==> src/rtl/riscv_pkg.sv <==
// Shared RV32I encodings, ALU-select codes and the ID/EX payload.
// Imported by the decode stage, its forwarding muxes and the ALU.
package riscv_pkg;

    localparam int unsigned XLEN   = 32;
    localparam int unsigned REG_AW = 5;

    typedef enum logic [2:0] {
        ALU_ADD  = 3'b000,
        ALU_SUB  = 3'b001,
        ALU_AND  = 3'b010,
        ALU_OR   = 3'b011,
        ALU_XOR  = 3'b100,
        ALU_NOR  = 3'b101,
        ALU_SLT  = 3'b110,
        ALU_ZERO = 3'b111
    } alu_sel_e;

    localparam logic [6:0] OPC_OP     = 7'b0110011;
    localparam logic [6:0] OPC_OP_IMM = 7'b0010011;
    localparam logic [6:0] OPC_LOAD   = 7'b0000011;
    localparam logic [6:0] OPC_STORE  = 7'b0100011;
    localparam logic [6:0] OPC_BRANCH = 7'b1100011;
    localparam logic [6:0] OPC_LUI    = 7'b0110111;
    localparam logic [6:0] OPC_AUIPC  = 7'b0010111;

    localparam logic [2:0] F3_ADD = 3'b000;
    localparam logic [2:0] F3_SLT = 3'b010;
    localparam logic [2:0] F3_XOR = 3'b100;
    localparam logic [2:0] F3_OR  = 3'b110;
    localparam logic [2:0] F3_AND = 3'b111;
    localparam logic [2:0] F3_LW  = 3'b010;
    localparam logic [2:0] F3_SW  = 3'b010;
    localparam logic [2:0] F3_BEQ = 3'b000;
    localparam logic [2:0] F3_BNE = 3'b001;

    localparam logic [6:0] F7_BASE = 7'b0000000;
    localparam logic [6:0] F7_ALT  = 7'b0100000;

    typedef struct packed {
        alu_sel_e              alu_sel;
        logic [XLEN-1:0]       alu_a;
        logic [XLEN-1:0]       alu_b;
        logic [XLEN-1:0]       store_data;
        logic [XLEN-1:0]       pc;
        logic [REG_AW-1:0]     rd;
        logic                  reg_wen;
        logic                  mem_read;
        logic                  mem_write;
        logic                  branch;
        logic                  illegal;
    } ex_payload_t;

    localparam ex_payload_t PAYLOAD_RST = '{alu_sel: ALU_ZERO, default: '0};

    // Shared funct3 map for OP and OP-IMM; shifts and SLTU(I) map to ALU_ZERO.
    function automatic alu_sel_e f3_to_alu(input logic [2:0] f3);
        case (f3)
            F3_ADD:  return ALU_ADD;
            F3_AND:  return ALU_AND;
            F3_OR:   return ALU_OR;
            F3_XOR:  return ALU_XOR;
            F3_SLT:  return ALU_SLT;
            default: return ALU_ZERO;
        endcase
    endfunction

endpackage

==> src/rtl/fwd_mux.sv <==
// Operand bypass for one source register: EX/MEM beats MEM/WB beats the register file.
module fwd_mux
    import riscv_pkg::*;
(
    input  logic [REG_AW-1:0] rs_idx,
    input  logic [XLEN-1:0]   rf_data,
    input  logic              exm_wen,
    input  logic [REG_AW-1:0] exm_rd,
    input  logic [XLEN-1:0]   exm_data,
    input  logic              wb_wen,
    input  logic [REG_AW-1:0] wb_rd,
    input  logic [XLEN-1:0]   wb_data,
    output logic [XLEN-1:0]   fwd_data_c
);

    always_comb begin
        fwd_data_c = rf_data;
        if (rs_idx == '0) begin
            fwd_data_c = '0;
        end else if (exm_wen && (exm_rd == rs_idx)) begin
            fwd_data_c = exm_data;
        end else if (wb_wen && (wb_rd == rs_idx)) begin
            fwd_data_c = wb_data;
        end
    end

endmodule

==> src/rtl/id_ex_stage.sv <==
// ID/EX pipeline register: decodes RV32I, forwards operands and holds the
// result behind a valid/ready handshake.
module id_ex_stage
    import riscv_pkg::*;
(
    input  logic        clk,
    input  logic        rst,
    input  logic        in_valid,
    output logic        in_ready,
    input  logic [31:0] instr,
    input  logic [31:0] pc,
    input  logic [31:0] rs1_data,
    input  logic [31:0] rs2_data,
    input  logic        exm_wen,
    input  logic [4:0]  exm_rd,
    input  logic [31:0] exm_data,
    input  logic        wb_wen,
    input  logic [4:0]  wb_rd,
    input  logic [31:0] wb_data,
    input  logic        flush,
    output logic        out_valid,
    input  logic        out_ready,
    output logic [2:0]  alu_sel,
    output logic [31:0] alu_a,
    output logic [31:0] alu_b,
    output logic [31:0] store_data,
    output logic [31:0] pc_out,
    output logic [4:0]  rd,
    output logic        reg_wen,
    output logic        mem_read,
    output logic        mem_write,
    output logic        branch,
    output logic        illegal
);

    logic [XLEN-1:0] rs1_fwd_c;
    logic [XLEN-1:0] rs2_fwd_c;
    logic [6:0]      opcode;
    logic [2:0]      funct3;
    logic [6:0]      funct7;
    logic [XLEN-1:0] imm_i;
    logic [XLEN-1:0] imm_s;
    logic [XLEN-1:0] imm_u;
    logic            xfer_c;
    logic            out_valid_q;
    ex_payload_t     dec_c;
    ex_payload_t     payload_q;

    fwd_mux u_fwd_rs1 (
        .rs_idx     (instr[19:15]),
        .rf_data    (rs1_data),
        .exm_wen    (exm_wen),
        .exm_rd     (exm_rd),
        .exm_data   (exm_data),
        .wb_wen     (wb_wen),
        .wb_rd      (wb_rd),
        .wb_data    (wb_data),
        .fwd_data_c (rs1_fwd_c)
    );

    fwd_mux u_fwd_rs2 (
        .rs_idx     (instr[24:20]),
        .rf_data    (rs2_data),
        .exm_wen    (exm_wen),
        .exm_rd     (exm_rd),
        .exm_data   (exm_data),
        .wb_wen     (wb_wen),
        .wb_rd      (wb_rd),
        .wb_data    (wb_data),
        .fwd_data_c (rs2_fwd_c)
    );

    assign opcode = instr[6:0];
    assign funct3 = instr[14:12];
    assign funct7 = instr[31:25];
    assign imm_i  = {{20{instr[31]}}, instr[31:20]};
    assign imm_s  = {{20{instr[31]}}, instr[31:25], instr[11:7]};
    assign imm_u  = {instr[31:12], 12'h000};

    assign in_ready = !out_valid_q || out_ready;
    assign xfer_c   = in_valid && in_ready && !flush;

    // Decode; every legal path sets a non-ZERO select, so ALU_ZERO marks illegal.
    always_comb begin
        dec_c            = PAYLOAD_RST;
        dec_c.alu_a      = rs1_fwd_c;
        dec_c.store_data = rs2_fwd_c;
        dec_c.pc         = pc;
        dec_c.rd         = instr[11:7];
        case (opcode)
            OPC_OP: begin
                if (funct7 == F7_BASE) begin
                    dec_c.alu_sel = f3_to_alu(funct3);
                end else if ((funct7 == F7_ALT) && (funct3 == F3_ADD)) begin
                    dec_c.alu_sel = ALU_SUB;
                end
                dec_c.alu_b   = rs2_fwd_c;
                dec_c.reg_wen = 1'b1;
            end
            OPC_OP_IMM: begin
                dec_c.alu_sel = f3_to_alu(funct3);
                dec_c.alu_b   = imm_i;
                dec_c.reg_wen = 1'b1;
            end
            OPC_LOAD: begin
                if (funct3 == F3_LW) begin
                    dec_c.alu_sel  = ALU_ADD;
                    dec_c.alu_b    = imm_i;
                    dec_c.mem_read = 1'b1;
                    dec_c.reg_wen  = 1'b1;
                end
            end
            OPC_STORE: begin
                if (funct3 == F3_SW) begin
                    dec_c.alu_sel   = ALU_ADD;
                    dec_c.alu_b     = imm_s;
                    dec_c.mem_write = 1'b1;
                end
            end
            OPC_BRANCH: begin
                if ((funct3 == F3_BEQ) || (funct3 == F3_BNE)) begin
                    dec_c.alu_sel = ALU_SUB;
                    dec_c.alu_b   = rs2_fwd_c;
                    dec_c.branch  = 1'b1;
                end
            end
            OPC_LUI: begin
                dec_c.alu_sel = ALU_ADD;
                dec_c.alu_a   = '0;
                dec_c.alu_b   = imm_u;
                dec_c.reg_wen = 1'b1;
            end
            OPC_AUIPC: begin
                dec_c.alu_sel = ALU_ADD;
                dec_c.alu_a   = pc;
                dec_c.alu_b   = imm_u;
                dec_c.reg_wen = 1'b1;
            end
            default: ;
        endcase
        if (dec_c.alu_sel == ALU_ZERO) begin
            dec_c.alu_a      = '0;
            dec_c.alu_b      = '0;
            dec_c.store_data = '0;
            dec_c.reg_wen    = 1'b0;
            dec_c.mem_read   = 1'b0;
            dec_c.mem_write  = 1'b0;
            dec_c.branch     = 1'b0;
            dec_c.illegal    = 1'b1;
        end
        if (dec_c.rd == '0) begin
            dec_c.reg_wen = 1'b0;
        end
    end

    // Payload only loads on transfer, so stalled entries keep their forwarded values.
    always_ff @(posedge clk or posedge rst) begin
        if (rst) begin
            out_valid_q <= 1'b0;
            payload_q   <= PAYLOAD_RST;
        end else begin
            if (flush) begin
                out_valid_q <= 1'b0;
            end else if (xfer_c) begin
                out_valid_q <= 1'b1;
            end else if (out_ready) begin
                out_valid_q <= 1'b0;
            end
            if (xfer_c) begin
                payload_q <= dec_c;
            end
        end
    end

    assign out_valid  = out_valid_q;
    assign alu_sel    = payload_q.alu_sel;
    assign alu_a      = payload_q.alu_a;
    assign alu_b      = payload_q.alu_b;
    assign store_data = payload_q.store_data;
    assign pc_out     = payload_q.pc;
    assign rd         = payload_q.rd;
    assign reg_wen    = payload_q.reg_wen;
    assign mem_read   = payload_q.mem_read;
    assign mem_write  = payload_q.mem_write;
    assign branch     = payload_q.branch;
    assign illegal    = payload_q.illegal;

endmodule

==> config.mk <==
export PLATFORM = sky130hd
export DESIGN_NAME = id_ex_stage
export DESIGN_NICKNAME = d
export VERILOG_FILES = /design/src/rtl/riscv_pkg.sv /design/src/rtl/fwd_mux.sv /design/src/rtl/id_ex_stage.sv
export SDC_FILE = /design/constraint.sdc
export NUM_CORES = 1
export LEC_CHECK = 0
export ABC_AREA = 1
export BUFFER_PORTS_ARGS = -buffer_cell sky130_fd_sc_hd__buf_2
export CAP_MARGIN = 15
export CORE_MARGIN = 1.5
export CORE_UTILIZATION = 40
export DETAILED_ROUTE_END_ITERATION = 16
export GPL_TIMING_DRIVEN = 0
export MAX_ROUTING_LAYER = met4
export PLACE_DENSITY_LB_ADDON = 0.1
export RECOVER_POWER = 50
export SETUP_SLACK_MARGIN = 0.15
export SKIP_CTS_REPAIR_TIMING = 1
export SYNTH_ARGS = -nofsm -noshare
export SYNTH_HDL_FRONTEND = slang
export SYNTH_SLANG_ARGS = --single-unit
==> constraint.sdc <==
create_clock -name clk -period 5.1 [get_ports clk]
set_input_delay 0.51 -clock clk [delete_from_list [all_inputs] [get_ports clk]]
set_output_delay 0.51 -clock clk [all_outputs]
set_load 0.05 [all_outputs]
-- After elaboration in Yosys (flattened, before gate mapping)
Cells that the tools add are included.
- flip-flop bits (word level): 142
- reduce and logical (&&, ||, !) cells: 20
- equal/unequal tests: 18
- mux-type cells: 30
- operators with widths (cell ; number):
    2-to-1 mux 32 bit ; 9
    one-hot mux 32 bit (6 select lines) ; 1
    2-to-1 mux 96 bit ; 1
    one-hot mux 32 bit (2 select lines) ; 1
    one-hot mux 3 bit (5 select lines) ; 2
    == test 7 x 6 -> 1 bit (second input constant) ; 4
    == test 5 bit ; 4
    zero test 5 bit ; 3
    == test 7 x 5 -> 1 bit (second input constant) ; 2
    == test 3 bit (second input constant) ; 4
    2-to-1 mux 3 bit ; 4
    2-to-1 mux 1 bit ; 9
    == test 7 x 2 -> 1 bit (second input constant) ; 1
    == test 7 bit (second input constant) ; 1
    logical AND 1 bit ; 7
    zero test 7 bit ; 1
    2-to-1 mux 5 bit ; 1
    OR reduction 2 bit ; 2
    OR reduction 4 bit ; 1
    == test 3 x 1 -> 1 bit (second input constant) ; 1
    == test 3 x 2 -> 1 bit (second input constant) ; 1
    zero test 3 bit ; 1
    nonzero test 3 bit ; 1
    zero test 1 bit ; 2
    other kinds (3) ; 4

-- Depth between registers and ports, before layout
- depth after elaboration: 8
- gate-level depth with buffers: 13
- depth with buffers taken out: 12

-- Hierarchy
A second synthesis with hierarchy kept.
- cells, all modules: 1564
- area total of the unflattened synthesis: 9867.0 um2
- by module, submodules not included (module ; instances ; sequential area each (um2) ; cells an instance ; area each (um2)):
    id_ex_stage ; 1 ; 3557.2 ; 966 ; 7044.3
    fwd_mux ; 2 ; 0.0 ; 299 ; 1411.4

-- Worst setup path after synthesis
OpenSTA, ideal clock, no wires.
- path kind: input to register
- start: input instr[1]
- end: register payload_q (netlist bit alu_a[30])
- stages on the path: 12
- required time: 4.982 ns
- arrival: 1.686 ns
- path slack: 3.295 ns
- path through: nand2_2 -> inv_1 -> nand2_2 -> nor2_2 -> nor2_4 -> nor2_1 -> nand3b_1 -> nand3_2 -> buf_6 -> buf_6 -> nand3_1 -> nand2_1
- word-level cells in the longest chain between the ends: 5
- ends and longest elaborated chain (what ; line ; source):
    from (decl) ; id_ex_stage.sv:10 ; input logic [31:0] instr,
    == test 7 x 5 -> 1 bit, or another cell as far along ; id_ex_stage.sv:90 ; case (opcode)
    OR reduction 2 bit (no line) ; n/a ;
    one-hot mux 3 bit (5 select lines) ; id_ex_stage.sv:90 ;
    == test 3 bit ; id_ex_stage.sv:141 ; if (dec_c.alu_sel == ALU_ZERO) begin
    2-to-1 mux 96 bit (*) ; id_ex_stage.sv:141 ;
    to (signal assigned) ; id_ex_stage.sv:160 ; payload_q <= PAYLOAD_RST;
    to (signal assigned) ; id_ex_stage.sv:170 ; payload_q <= dec_c;
    to (decl) ; id_ex_stage.sv:47 ; ex_payload_t payload_q;
Mark *: on every way between the ends. The rest lies on a longest branch, timed or not.
A chain may end at the register's enable or synchronous reset.

-- Worst setup path after layout
- start: register out_valid_q (netlist: out_valid)
- end: register payload_q (netlist bit store_data[0])
- word-level cells in the longest chain between the ends: 4
- ends and longest elaborated chain (what ; line ; source):
    from (decl) ; id_ex_stage.sv:45 ; logic out_valid_q;
    from (signal assigned) ; id_ex_stage.sv:159 ; out_valid_q <= 1'b0;
    from (signal assigned) ; id_ex_stage.sv:163 ; out_valid_q <= 1'b0;
    from (signal assigned) ; id_ex_stage.sv:165 ; out_valid_q <= 1'b1;
    zero test 1 bit ; id_ex_stage.sv:80 ; assign in_ready = !out_valid_q || out_ready;
    logical OR 1 bit ; id_ex_stage.sv:80 ;
    logical AND 1 bit (2 in series) ; id_ex_stage.sv:81 ; assign xfer_c = in_valid && in_ready && !flush;
No other way between the ends.

==> qor.csv <==
stage;metric;value;unit
sta;slew_violations;75;
detailed_routing;wl_met1;17590;um
yosys;synthesis.area;8937;um^2
clock_tree;root_buffer;clkbuf_16;
hold_path;min_path_type;in -> reg;
placement;numPortBuffers;351;
worst_setup_path;arrival;3170;ps
clock_tree;clockBufferDepth;2;
sta;hold_viol_final;0;
placement;placed_area;11080;um^2
detailed_routing;num_vias;11090;
sta;skew;10.82;ps
worst_setup_path;required;5470;ps
final_layout;fin_nets;1990;
pwr;peakVddDrop;203.1;uV
yosys;synth.distinct_cells;29;
final_layout;design_area;11650;um^2
global_routing;grt_pass1_vias;10310;
global_routing;grt_max_degree;76;
clock_tree;cts-buffers-inserted;17;
global_routing;grt_overflow_total;0;
floorplan;dieWidth;152.5;um
outcome;violations;max-capacitance violations, max-slew violations;
pwr;powerDensity;308.4;nW/um^2
sta;setup_viol;0;
yosys;synth_nets;1619;
yosys;yosysWarnings;0;
floorplan;die_h;152.5;um
yosys;synth_seq_area_share;39.80;%
final_layout;drive_gt1_share;20.46;%
pwr;leakage;6.909;nW
clock_tree;insertion_delay;440;ps
run;drv_cap;1;
final_layout;fillCellCount;2434;
detailed_routing;wl_met3;3126;um
global_routing;track_usage;34.91;%
global_routing;grt_antenna_before_repair;18;
sta;fin_crit;2802;ps
floorplan;initial_utilization;40.83;%
detailed_routing;vias_per_cell;5.297;
worst_setup_path;cp_max_fo;10;
sta;rsz0062_at_grt;false;
detailed_routing;antenna_left;0;
sta;hold_slack;248.4;ps
worst_setup_path;path_class;reg -> reg;
detailed_routing;routed-wl-met2;18170;um
final_layout;area_growth;30.41;%
detailed_routing;drcViolationCount;0;
clock_tree;cts_tree;done;
floorplan;row_count;54;
yosys;postSynthAreaPerCell;6.339;um^2
global_routing;grt_pass1_wl;59800;um
yosys;ys_seq_elements;142;
sta;worst_pin_slew;3420;ps
yosys;synthesis.instances;1410;
placement;place_ws;2069;ps
floorplan;io_pins;352;
sta;timing.fmax;356.9;MHz
clock_tree;clkSinkCount;142;
worst_setup_path;worst_setup_path_end_kind;register;
detailed_routing;drtIter0Drc;817;
clock_tree;cts_max_level;4;
detailed_routing;drt_pass1_iterations;6;
detailed_routing;wire_per_inst;19.12;um
placement;place.gp.congestion;0.9360;
clock_tree;cts.clk_slew.worst_paths;70;ps
floorplan;core;21890;um^2
floorplan;design.die.area;23250;um^2
sta;setup_ws;2298;ps
sta;fin_crit_sh;54.94;%
detailed_routing;routed.top_layer;met4;
outcome;status;finished with violations;
sta;worst_slew_margin_rel;-129.2;%
worst_setup_path;start_kind;register;
placement;dpl.hpwl;31230;um
detailed_routing;drt-total-wl;40020;um
## flip-flops by register name, indices dropped and copies added, names as in the netlist
name        count
alu_a          32
alu_b          32
pc_out         32
store_data     32
rd              5
alu_sel         3
branch          1
illegal         1
mem_read        1
mem_write       1
out_valid       1
reg_wen         1
## cell usage in the layout, fill, tap and decap left out, types with 3 or more instances in the layout
cell type	n
diode_2	19
clkbuf_16	17
dfstp_2	3
a22oi_1	5
nand2_1	598
nand4_1	33
inv_1	66
nand2_2	3
nor3_1	3
buf_6	4
o21ai_0	13
nor2_1	162
nand3_1	245
clkinv_4	3
clkbuf_1	129
nor2_2	3
dfrtp_1	139
buf_2	303
inv_2	12
buf_1	4
a21oi_1	22
bufinv_16	4
## per-layer routing
metal,vias to the layer above,GRT usage [%]
li1,5256,-
met2,583,53.37
met3,76,6.001
met4,0,12.18
met5,-,-
met1,5171,46.79
## cell families after synthesis
group           share of synthesized area, %
simple gates                           49.63
buf+inv                                7.616
flops                                  39.80
compound gates                         2.758
xor+xnor                              0.1960
## cell usage after synthesis
library cell | instances | area share [%]
nand2_1 | 598 | 25
nand4_1 | 33 | 2.3
nand3b_1 | 1 | 0.084
xor2_1 | 2 | 0.20
a32oi_1 | 1 | 0.098
inv_1 | 67 | 2.8
inv_2 | 12 | 0.50
clkbuf_1 | 57 | 2.4
o21ai_1 | 1 | 0.056
nand2_2 | 3 | 0.21
buf_2 | 22 | 1.2
o21ai_0 | 13 | 0.73
a21oi_1 | 22 | 1.2
a21boi_1 | 1 | 0.084
nand3_2 | 2 | 0.22
nor4_4 | 1 | 0.24
buf_1 | 4 | 0.17
nor2_4 | 2 | 0.25
a22oi_1 | 5 | 0.42
dfrtp_1 | 139 | 39
nor2_2 | 3 | 0.21
buf_6 | 4 | 0.50
nor2_1 | 162 | 6.8
nor3_4 | 1 | 0.18
nand3_1 | 245 | 14
nor3_1 | 3 | 0.17
nor3_2 | 1 | 0.11
dfstp_2 | 3 | 0.88
o22ai_1 | 2 | 0.14
## worst paths after layout
kind                       startpoint            end  slack [ps]  cells past startpoint
max in group asynchronous         rst       alu_b[8]        2480                      2
min                             flush      out_valid         250                      2
min in group asynchronous         rst     pc_out[15]        1060                      2
min reg2reg                pc_out[11]     pc_out[11]         470                      2
max                         out_valid  store_data[0]        2300                      7
max reg2reg                 out_valid  store_data[0]        2300                      7
## where the power goes
group,switching [W],total (W),internal [W]
Sequential,0.0000494,0.00127,0.00122
Clock,0.000563,0.00139,0.000823
Combinational,0.000719,0.000940,0.000221
## worst max-delay path, cell delays in order (launching register included)
cell and delay, ps:
dfrtp_1 380, inv_1 50, nor2_1 50, nor3_2 690, clkbuf_1 790, clkbuf_1 510, nand3_1 160, nand2_1 80
## area by class of cell
class | count | area (um^2) | area share [%]
clock inverter | 13 | 188.9 | 1.621
clock buffer | 19 | 432.9 | 3.714
buffer | 87 | 384.1 | 3.296
multi-input combinational | 1102 | 4700 | 40.32
timing repair buffer | 352 | 1697 | 14.56
antenna | 19 | 47.55 | 0.4079
sequential | 142 | 3557 | 30.52
inverter | 79 | 297.8 | 2.555
tap | 280 | 350.3 | 3.006
## through the flow
step	std cells	setup TNS (ps)	power, W	utilization (%)
after global placement	2041	-143150	0.002225	50.45
after floorplan	1410	0	0.001902	-
after detailed placement	2042	0	0.002233	50.60
after global routing	2092	0	0.003725	53.23
final	2093	0	0.003594	53.24
after CTS	2074	0	0.003607	53.44
Power figures use the tool's default switching activity.
